===== config.mk =====
export PLATFORM = sky130hd
export DESIGN_NAME = axi_read_protocol
export DESIGN_NICKNAME = d
export VERILOG_FILES = /design/src/rtl/axi_pkg.sv /design/src/rtl/axi_beat_addr.sv /design/src/rtl/axi_read_protocol.sv
export SDC_FILE = /design/constraint.sdc
export NUM_CORES = 1
export LEC_CHECK = 0
export CORE_MARGIN = 4
export CORE_UTILIZATION = 53
export DETAILED_ROUTE_END_ITERATION = 10
export PLACE_DENSITY = 0.83
export SETUP_SLACK_MARGIN = 0.05
export SYNTH_ARGS = -nofsm -noshare
export SYNTH_HDL_FRONTEND = slang
export SYNTH_SLANG_ARGS = --single-unit

===== constraint.sdc =====
create_clock -name axi_aclk -period 8.9 [get_ports axi_aclk]
set_input_delay 1.335 -clock axi_aclk [delete_from_list [all_inputs] [get_ports axi_aclk]]
set_output_delay 1.335 -clock axi_aclk [all_outputs]
set_load 0.05 [all_outputs]

===== src/rtl/axi_pkg.sv =====
// Shared AXI definitions: FSM encodings, burst and response codes.
// Used by both the read-path and write-path protocol models.
package axi_pkg;

  typedef enum logic {
    AR_IDLE  = 1'b0,
    AR_VALID = 1'b1
  } ar_state_t;

  typedef enum logic {
    R_IDLE  = 1'b0,
    R_VALID = 1'b1
  } r_state_t;

  localparam logic [1:0] BURST_FIXED = 2'b00;
  localparam logic [1:0] BURST_INCR  = 2'b01;
  localparam logic [1:0] BURST_WRAP  = 2'b10;

  localparam logic [1:0] RESP_OKAY   = 2'b00;
  localparam logic [1:0] RESP_EXOKAY = 2'b01;
  localparam logic [1:0] RESP_SLVERR = 2'b10;
  localparam logic [1:0] RESP_DECERR = 2'b11;

  function automatic logic wrap_len_ok(input logic [7:0] len);
    return (len == 8'd1) || (len == 8'd3) ||
           (len == 8'd7) || (len == 8'd15);
  endfunction

endpackage


===== src/rtl/axi_beat_addr.sv =====
// Next-beat address generator for FIXED/INCR/WRAP bursts.
// Illegal wrap lengths and the reserved burst type fall back to INCR.
module axi_beat_addr
  import axi_pkg::*;
#(
  parameter int AW = 32
) (
  input  logic [AW-1:0] addr,
  input  logic [AW-1:0] start,
  input  logic [7:0]    len,
  input  logic [2:0]    size,
  input  logic [1:0]    burst,
  output logic [AW-1:0] next_addr
);

  logic [AW-1:0] step;
  logic [AW-1:0] span;
  logic [AW-1:0] mask;
  logic [AW-1:0] base;
  logic          wrap_hit;

  always_comb begin
    step     = AW'(1) << size;
    span     = AW'({1'b0, len} + 9'd1) << size;
    mask     = span - AW'(1);
    base     = start & ~mask;
    wrap_hit = (burst == BURST_WRAP) && wrap_len_ok(len);
    next_addr = addr + step;
    unique case (1'b1)
      (burst == BURST_FIXED): next_addr = addr;
      wrap_hit: next_addr = base + ((addr + step - base) & mask);
      default: next_addr = addr + step;
    endcase
  end

endmodule


===== src/rtl/axi_read_protocol.sv =====
// AXI read-path model: AR handshake then an arlen+1 beat R burst,
// one burst outstanding, payload held stable under backpressure.
module axi_read_protocol
  import axi_pkg::*;
#(
  parameter int AW = 32,
  parameter int DW = 64
) (
  input  logic          axi_aclk,
  input  logic          axi_aresetn,
  input  logic [AW-1:0] araddr_in,
  input  logic [7:0]    arlen_in,
  input  logic [2:0]    arsize_in,
  input  logic [1:0]    arburst_in,
  input  logic          arvalid_in,
  input  logic [DW-1:0] rdata_in,
  input  logic [1:0]    rresp_in,
  input  logic          rvalid_in,
  input  logic          rready_in,
  output logic [AW-1:0] axi_araddr,
  output logic [7:0]    axi_arlen,
  output logic [2:0]    axi_arsize,
  output logic [1:0]    axi_arburst,
  output logic          axi_arvalid,
  output logic          axi_arready,
  output logic [DW-1:0] axi_rdata,
  output logic [1:0]    axi_rresp,
  output logic          axi_rlast,
  output logic          axi_rvalid,
  output logic          axi_rready,
  output logic [AW-1:0] beat_addr
);

  ar_state_t     ar_state;
  r_state_t      r_state;
  logic          r_active;
  logic [7:0]    beat_cnt;
  logic [AW-1:0] b_start;
  logic [7:0]    b_len;
  logic [2:0]    b_size;
  logic [1:0]    b_burst;
  logic [AW-1:0] next_addr;
  logic          ar_hs;
  logic          r_hs;
  logic          ar_cap;

  assign ar_hs  = axi_arvalid & axi_arready;
  assign r_hs   = axi_rvalid & axi_rready;
  assign ar_cap = arvalid_in & ((ar_state == AR_IDLE) | ar_hs);

  axi_beat_addr #(.AW(AW)) u_beat_addr (
    .addr      (beat_addr),
    .start     (b_start),
    .len       (b_len),
    .size      (b_size),
    .burst     (b_burst),
    .next_addr (next_addr)
  );

  always_ff @(posedge axi_aclk) begin
    if (!axi_aresetn) begin
      ar_state    <= AR_IDLE;
      axi_araddr  <= '0;
      axi_arlen   <= '0;
      axi_arsize  <= '0;
      axi_arburst <= '0;
      axi_arvalid <= 1'b0;
    end else begin
      if (ar_cap) begin
        axi_araddr  <= araddr_in;
        axi_arlen   <= arlen_in;
        axi_arsize  <= arsize_in;
        axi_arburst <= arburst_in;
      end
      unique case (ar_state)
        AR_IDLE: begin
          if (arvalid_in) begin
            axi_arvalid <= 1'b1;
            ar_state    <= AR_VALID;
          end
        end
        AR_VALID: begin
          if (ar_hs && !arvalid_in) begin
            axi_arvalid <= 1'b0;
            ar_state    <= AR_IDLE;
          end
        end
      endcase
    end
  end

  // Burst attributes are snapshotted at the AR handshake so a queued
  // second request cannot disturb the address walk of the live burst.
  always_ff @(posedge axi_aclk) begin
    if (!axi_aresetn) begin
      r_state     <= R_IDLE;
      axi_rdata   <= '0;
      axi_rresp   <= '0;
      axi_rlast   <= 1'b0;
      axi_rvalid  <= 1'b0;
      axi_rready  <= 1'b0;
      axi_arready <= 1'b1;
      r_active    <= 1'b0;
      beat_cnt    <= '0;
      beat_addr   <= '0;
      b_start     <= '0;
      b_len       <= '0;
      b_size      <= '0;
      b_burst     <= '0;
    end else begin
      axi_rready <= rready_in;
      if (ar_hs) begin
        r_active    <= 1'b1;
        axi_arready <= 1'b0;
        beat_cnt    <= axi_arlen;
        beat_addr   <= axi_araddr;
        b_start     <= axi_araddr;
        b_len       <= axi_arlen;
        b_size      <= axi_arsize;
        b_burst     <= axi_arburst;
      end
      unique case (r_state)
        R_IDLE: begin
          if (r_active && rvalid_in) begin
            axi_rdata  <= rdata_in;
            axi_rresp  <= rresp_in;
            axi_rlast  <= (beat_cnt == 8'd0);
            axi_rvalid <= 1'b1;
            r_state    <= R_VALID;
          end
        end
        R_VALID: begin
          if (r_hs) begin
            if (axi_rlast) begin
              r_active    <= 1'b0;
              axi_arready <= 1'b1;
              axi_rvalid  <= 1'b0;
              axi_rlast   <= 1'b0;
              r_state     <= R_IDLE;
            end else begin
              beat_cnt  <= beat_cnt - 8'd1;
              beat_addr <= next_addr;
              if (rvalid_in) begin
                axi_rdata <= rdata_in;
                axi_rresp <= rresp_in;
                axi_rlast <= (beat_cnt == 8'd1);
              end else begin
                axi_rvalid <= 1'b0;
                r_state    <= R_IDLE;
              end
            end
          end
        end
      endcase
    end
  end

endmodule


---- Word level (Yosys, flattened, before mapping) ----
Index checks and enable logic that the tools add are counted.
storage, ports and cells
  output and inout bits ................... 148
  register bits ........................... 204
  word-level logic and storage cells ...... 112
  input port bits ......................... 116
operators by class
  shift operators ......................... 2
  equality and inequality tests ........... 14
  muxes and demuxes ....................... 48
  bitwise logic cells ..................... 9
  add/subtract/negate cells ............... 6
  reduce and logical (&&, ||, !) cells .... 13
operators by type and width
  operator                                               count
  two-way mux 64 bit                                     4
  two-way mux 32 bit                                     4
  one-hot mux 64 bit (2 select lines)                    1
  adder 32 bit                                           2
  AND 32 bit                                             2
  one-hot mux 32 bit (2 select lines)                    1
  two-way mux 8 bit                                      4
  inverter 32 bit                                        1
  << shifter 1 x 3 -> 32 bit, first input constant       1
  << shifter 32 x 3 -> 32 bit                            1
  subtractor 32 x 1 -> 32 bit, second input constant     1
  subtractor 32 bit                                      1
  two-way mux 1 bit                                      24
  equality test 8 x 1 -> 1 bit, second input constant    2
  one-hot mux 1 bit (2 select lines)                     5
  adder 8 x 1 -> 9 bit, second input constant            1
  equality test 8 x 2 -> 1 bit, second input constant    1
  equality test 8 x 3 -> 1 bit, second input constant    1
  equality test 8 x 4 -> 1 bit, second input constant    1
  logical NOT 8 bit                                      1
  two-way mux 2 bit                                      4
  inequality test 2 bit, second input constant           4
  subtractor 8 x 1 -> 8 bit, second input constant       1
  inequality test 2 x 1 -> 1 bit, second input constant  2
  14 further kinds                                       22

---- Depth between registers and ports, before layout ----
  depth after elaboration ................. 12
  mapped depth ............................ 37
  mapped depth without buffers ............ 33

---- Cells and area by module ----
From an unflattened synthesis, not the netlist that was laid out.
unflattened totals
  cells, all modules ...................... 1,871
  area, all modules ....................... 14,412.6 sq um
by module, submodules not included
  module             cells an instance  instances  area each (sq um)  sequential area each (sq um)
  axi_read_protocol  927                1          8,324.2            4,083.9
  axi_beat_addr      944                1          6,088.3            0.0

---- Least setup slack after synthesis ----
No wires, ideal clock.
  path kind ............................... register -> register
  start ................................... register b_size[2]
  end ..................................... register beat_addr[31]
  slack ................................... 1.838 ns
  cell stages (with the launch flop) ...... 38
  library setup time ...................... 0.086 ns
  data arrival time ....................... 6.976 ns
  period minus slack after synthesis ...... 7.062 ns
  data required time ...................... 8.814 ns
  buffers on the path ..................... 5
  cells stage by stage .................... dfxtp_1 > clkbuf_1 > buf_1 > clkbuf_1 > clkbuf_1 > or3_1 > inv_1 > ha_1 > a21o_1 > a21oi_1 > o21ai_0 > a31o_2 > a21oi_1 > o21bai_1 > nand2_1 > xnor2_1 > ha_1 > a21o_1 > [2 not listed] > a211oi_1 > o21ai_0 > a21o_1 > a21oi_1 > xor2_1 > nor2_4 > ha_1 > and3_1 > clkbuf_1 > nand2_1 > a21oi_1 > o211ai_1 > a21oi_1 > o22ai_1 > o21ai_0 > xnor2_1 > a311o_1 > a211oi_1
on the way
  cells in the longest elaborated chain, start to end .. 11
  elaborated cells on any way between the ends .. 13
  classes of those cells .................. add/sub: 4; shift: 2; mux: 4; bitwise: 3
RTL lines
  element                                  RTL line                  RTL
  start: declaration                       axi_read_protocol.sv:40   logic [2:0] b_size;
  start signal: assignment                 axi_read_protocol.sv:119  b_size <= axi_arsize;
  << shifter 32 x 3 -> 32 bit              axi_beat_addr.sv:24       span = AW'({1'b0, len} + 9'd1) << size;
  subtractor 32 x 1 -> 32 bit              axi_beat_addr.sv:25       mask = span - AW'(1);
  inverter 32 bit                          axi_beat_addr.sv:26       base = start & ~mask;
  AND 32 bit                               axi_beat_addr.sv:26
  subtractor 32 bit                        axi_beat_addr.sv:31       wrap_hit: next_addr = base + ((addr + step - base) & mask);
  AND 32 bit                               axi_beat_addr.sv:31
  adder 32 bit                             axi_beat_addr.sv:31
  one-hot mux 32 bit (2 select lines) (*)  axi_beat_addr.sv:29       unique case (1'b1)
  two-way mux 32 bit (*)                   axi_read_protocol.sv:134  if (axi_rlast) begin
  two-way mux 32 bit (*)                   axi_read_protocol.sv:133  if (r_hs) begin
  two-way mux 32 bit (*)                   axi_read_protocol.sv:122  unique case (r_state)
  end signal: assignment                   axi_read_protocol.sv:116  beat_addr <= axi_araddr;
  end signal: assignment                   axi_read_protocol.sv:142  beat_addr <= next_addr;
  end: declaration                         axi_read_protocol.sv:31   output logic [AW-1:0] beat_addr
Mark *: on every way between the ends. The rest lies on a longest branch, timed or not.
A chain may end at the register's enable or synchronous reset.

---- Worst setup path after layout ----
  start ................................... register b_size[0]
  end ..................................... register beat_addr[31]
Same word-level chain as after synthesis.

==> metrics.csv <==
stage,metric,value,unit
flow_run,cap_viol_max_count,0,
hold_path,hp-start,axi_rdata[48],
worst_setup_path,cp_slowest_cell,dfxtp_1,
synthesis,synth_area,12900,µm²
timing,slew_headroom,18.8,%
drt,firstDrtPassIters,5,
timing,worst_slack,1130,ps
timing,max_freq,0.129,GHz
clock_network,clk_latency,550,ps
timing,finClkSkew,24.6,ps
worst_setup_path,worstSetupPathType,reg2reg,
timing,setup_viol,0,
place,port_buffers,263,
synthesis,synth_top_cell_by_area,dfxtp_1,
hold_path,hold_path_class,reg2reg,
grt,grt_max_degree,86,
grt,grt_use_total,30.6,%
drt,drtIter0Drc,960,
place,pre_cts_ws,1290,ps
worst_setup_path,reg2reg_slack,1130,ps
synthesis,ys_async_sr_fraction,0,%
synthesis,synth-edff-count,0,
clock_network,cts_made_buffers,23,
synthesis,avgSynthCellArea,7.39,µm²
floorplanning,dieWidth,164,µm
worst_setup_path,r2r-end,beat_addr[31],
floorplanning,fp.coreArea,23800,µm²
grt,grt_pass1_wl,66900,µm
timing,fin_crit_sh,87.3,%
drt,vias_per_cell,5.80,
timing,tightest_slew,1220,ps
grt,grt_pass1_vias,13000,
synthesis,synth-seq-cells,204,
grt,grt-ovfl-total,0,
timing,rsz0062_at_grt,false,
synthesis,synth_area_leaders,"dfxtp_1 (32%), nand2_1 (13%), a21oi_1 (9.9%)",
worst_setup_path,start_kind,flip-flop,
drt,routedWlPerCell,18.5,µm
synthesis,synth_top_cell_area_share,31.6,%
timing,min_period,7770,ps
worst_setup_path,cp-end-kind,flip-flop,
finish,drive_gt1_share,5.32,%
synthesis,synth.most_common_cell,nand2_1,
floorplanning,io_pins,264,
floorplanning,chipHeight,164,µm
run_status,run_status,"complete, no violations",
floorplanning,start_util,54.4,%
worst_setup_path,r2r_start,b_size[0],
synthesis,netlist_instances,1751,
pwr,max-vdd-ir-drop,0.000167,V
clock_network,holdBufCountCts,0,
drt,ant_nets,0,
worst_setup_path,arrival,8240,ps
floorplanning,std_cell_rows,56,
clock_network,cts_num_sinks,204,
timing,tns,0,ps
drt,route.vias.total,13300,
synthesis,yosysWarnings,0,
finish,syn2layout_area_growth,27.3,%
worst_setup_path,slowest_delay,680,ps
synthesis,syn_nets,1946,
synthesis,synth_common_cells,"nand2_1 (433), a21oi_1 (257), dfxtp_1 (204)",
floorplanning,die-area,27000,µm²
timing,hold_viol,0,
drt,routed_wirelength,42600,µm
hold_path,min_to,axi_rdata[48],
pwr,p_leak,0.00644,µW
clock_network,cts_buffer_depth,3,
clock_network,cts_resized,0,
clock_network,clk_pin_slew,70,ps
worst_setup_path,crit_top_cell,o21ai_0,
place,gp_congestion,0.955,
synthesis,ys_types,73,
worst_setup_path,r2r_cells,29,
finish,final_nets,2151,
synthesis,ys_seq_area_share,31.6,%
worst_setup_path,worstPathRequired,9370,ps
clock_network,htreeDepth,1,
clock_network,root_buffer,clkbuf_16,
finish,fillers,1966,
place,place_hpwl,31000,µm
worst_setup_path,critPathMaxFanout,18,
clock_network,cts_tree,done,
hold_path,whs_path_depth,2,
pwr,p_per_area,166,nW/µm²
grt,grt_antenna_before_repair,4,
synthesis,ys.flop_type,dfxtp_1,
timing,drv_slew,0,
clock_network,cts_setup_buffers,0,
drt,drc_errors,0,
[per-stage QoR]
stage / total power [µW] / utilization (%) / std cells / area [µm²] / hold slack [ps]
final: 2730 / 69.3 / 2295 / 16500 / 452
after detailed placement: 1760 / 66.0 / 2250 / 15700 / 446
after global placement: 1750 / 66.0 / 2250 / 15700 / 441
after global routing: 2840 / 69.3 / 2295 / 16500 / 467
after floorplan: 1530 / - / 1751 / 12900 / 437
after CTS: 2730 / 69.3 / 2291 / 16500 / 454
[cells by family (layout without fill, tap and decap cells)]
group	after synthesis	in the layout	synth area share [%]
AO/OA/AOI/OAI	490	490	22.7
buffers and inverters	151	372	4.78
multiplexers	19	19	2.02
AND/OR/NAND/NOR	708	708	24.4
other	1	5	0.0290
adder cells (fa/ha/maj)	79	79	7.82
flip-flops	204	204	31.6
XOR/XNOR	99	99	6.70
[routing by layer]
layer	global-route usage, %	vias up	share of wire [%]
met1	36.7	6213	40
met5	0	-	0
met3	9.74	101	9.8
met2	51.1	520	47
li1	-	6478	-
met4	11.5	0	3.5
[cell type report]
type / count / area, µm² / share of cell area, %
clock inverters: 11 / 126 / 0.768
repair buffers: 276 / 2730 / 16.6
inverters: 55 / 209 / 1.27
well taps: 319 / 399 / 2.42
multi-input cells: 1396 / 8260 / 50.2
diodes: 4 / 10.0 / 0.0608
flip-flops and latches: 204 / 4080 / 24.8
clock buffers: 30 / 642 / 3.90
[how the worst max path moves through the flow]
stage,start,end,slack [ps],cells after the start
2_1_floorplan,b_size[2],beat_addr[31],1840,37
5_1_grt,b_size[0],beat_addr[31],410,29
3_5_place_dp,b_size[0],beat_addr[31],1290,30
4_1_cts,b_size[0],beat_addr[31],1270,30
3_3_place_gp,b_size[0],beat_addr[31],1580,30
6_report,b_size[0],beat_addr[31],1130,29
[worst max-delay path: cells and delay by family, from the launching register on]
family | cells | cell delay (ps)
XOR/XNOR | 2 | 360
buffers and inverters | 2 | 480
AND/OR/NAND/NOR | 3 | 780
multiplexers | 1 | 380
adder cells (fa/ha/maj) | 3 | 1170
AO/OA/AOI/OAI | 18 | 3870
flip-flops | 1 | 680
[state kept, by name, summed over array words and instances (netlist names)]
name,count
axi_arready,1
b_size,3
beat_addr,32
r_active,1
axi_arsize,3
axi_rdata,64
axi_araddr,32
r_state,1
beat_cnt,8
axi_rready,1
b_start,32
axi_rvalid,1
axi_rlast,1
axi_arlen,8
axi_arburst,2
b_burst,2
axi_rresp,2
ar_state,1
axi_arvalid,1
b_len,8
[layout by cell type, fill, tap and decap left out, types with 13 or more instances in the layout]
| cell type | synthesis | layout |
|---|---|---|
| xnor2_1 | 66 | 66 |
| a21o_1 | 29 | 29 |
| clkdlybuf4s50_1 | 0 | 263 |
| o221ai_1 | 17 | 17 |
| buf_4 | 0 | 13 |
| dfxtp_1 | 204 | 204 |
| nor2b_1 | 21 | 21 |
| inv_1 | 48 | 48 |
| nor3_1 | 23 | 23 |
| ha_1 | 76 | 76 |
| o211ai_1 | 16 | 16 |
| and3_1 | 19 | 19 |
| nand2_1 | 433 | 432 |
| clkbuf_16 | 0 | 23 |
| xor2_1 | 33 | 33 |
| and2_1 | 22 | 21 |
| o21ai_0 | 72 | 71 |
| a21oi_1 | 257 | 257 |
| nor2_1 | 89 | 86 |
| nand3_1 | 33 | 33 |
[power by group]
part	switching (µW)	internal (µW)	total [µW]
logic	453	289	741
registers	51.8	958	1010
clock network	409	569	978
(Power assumes the default switching activity.)
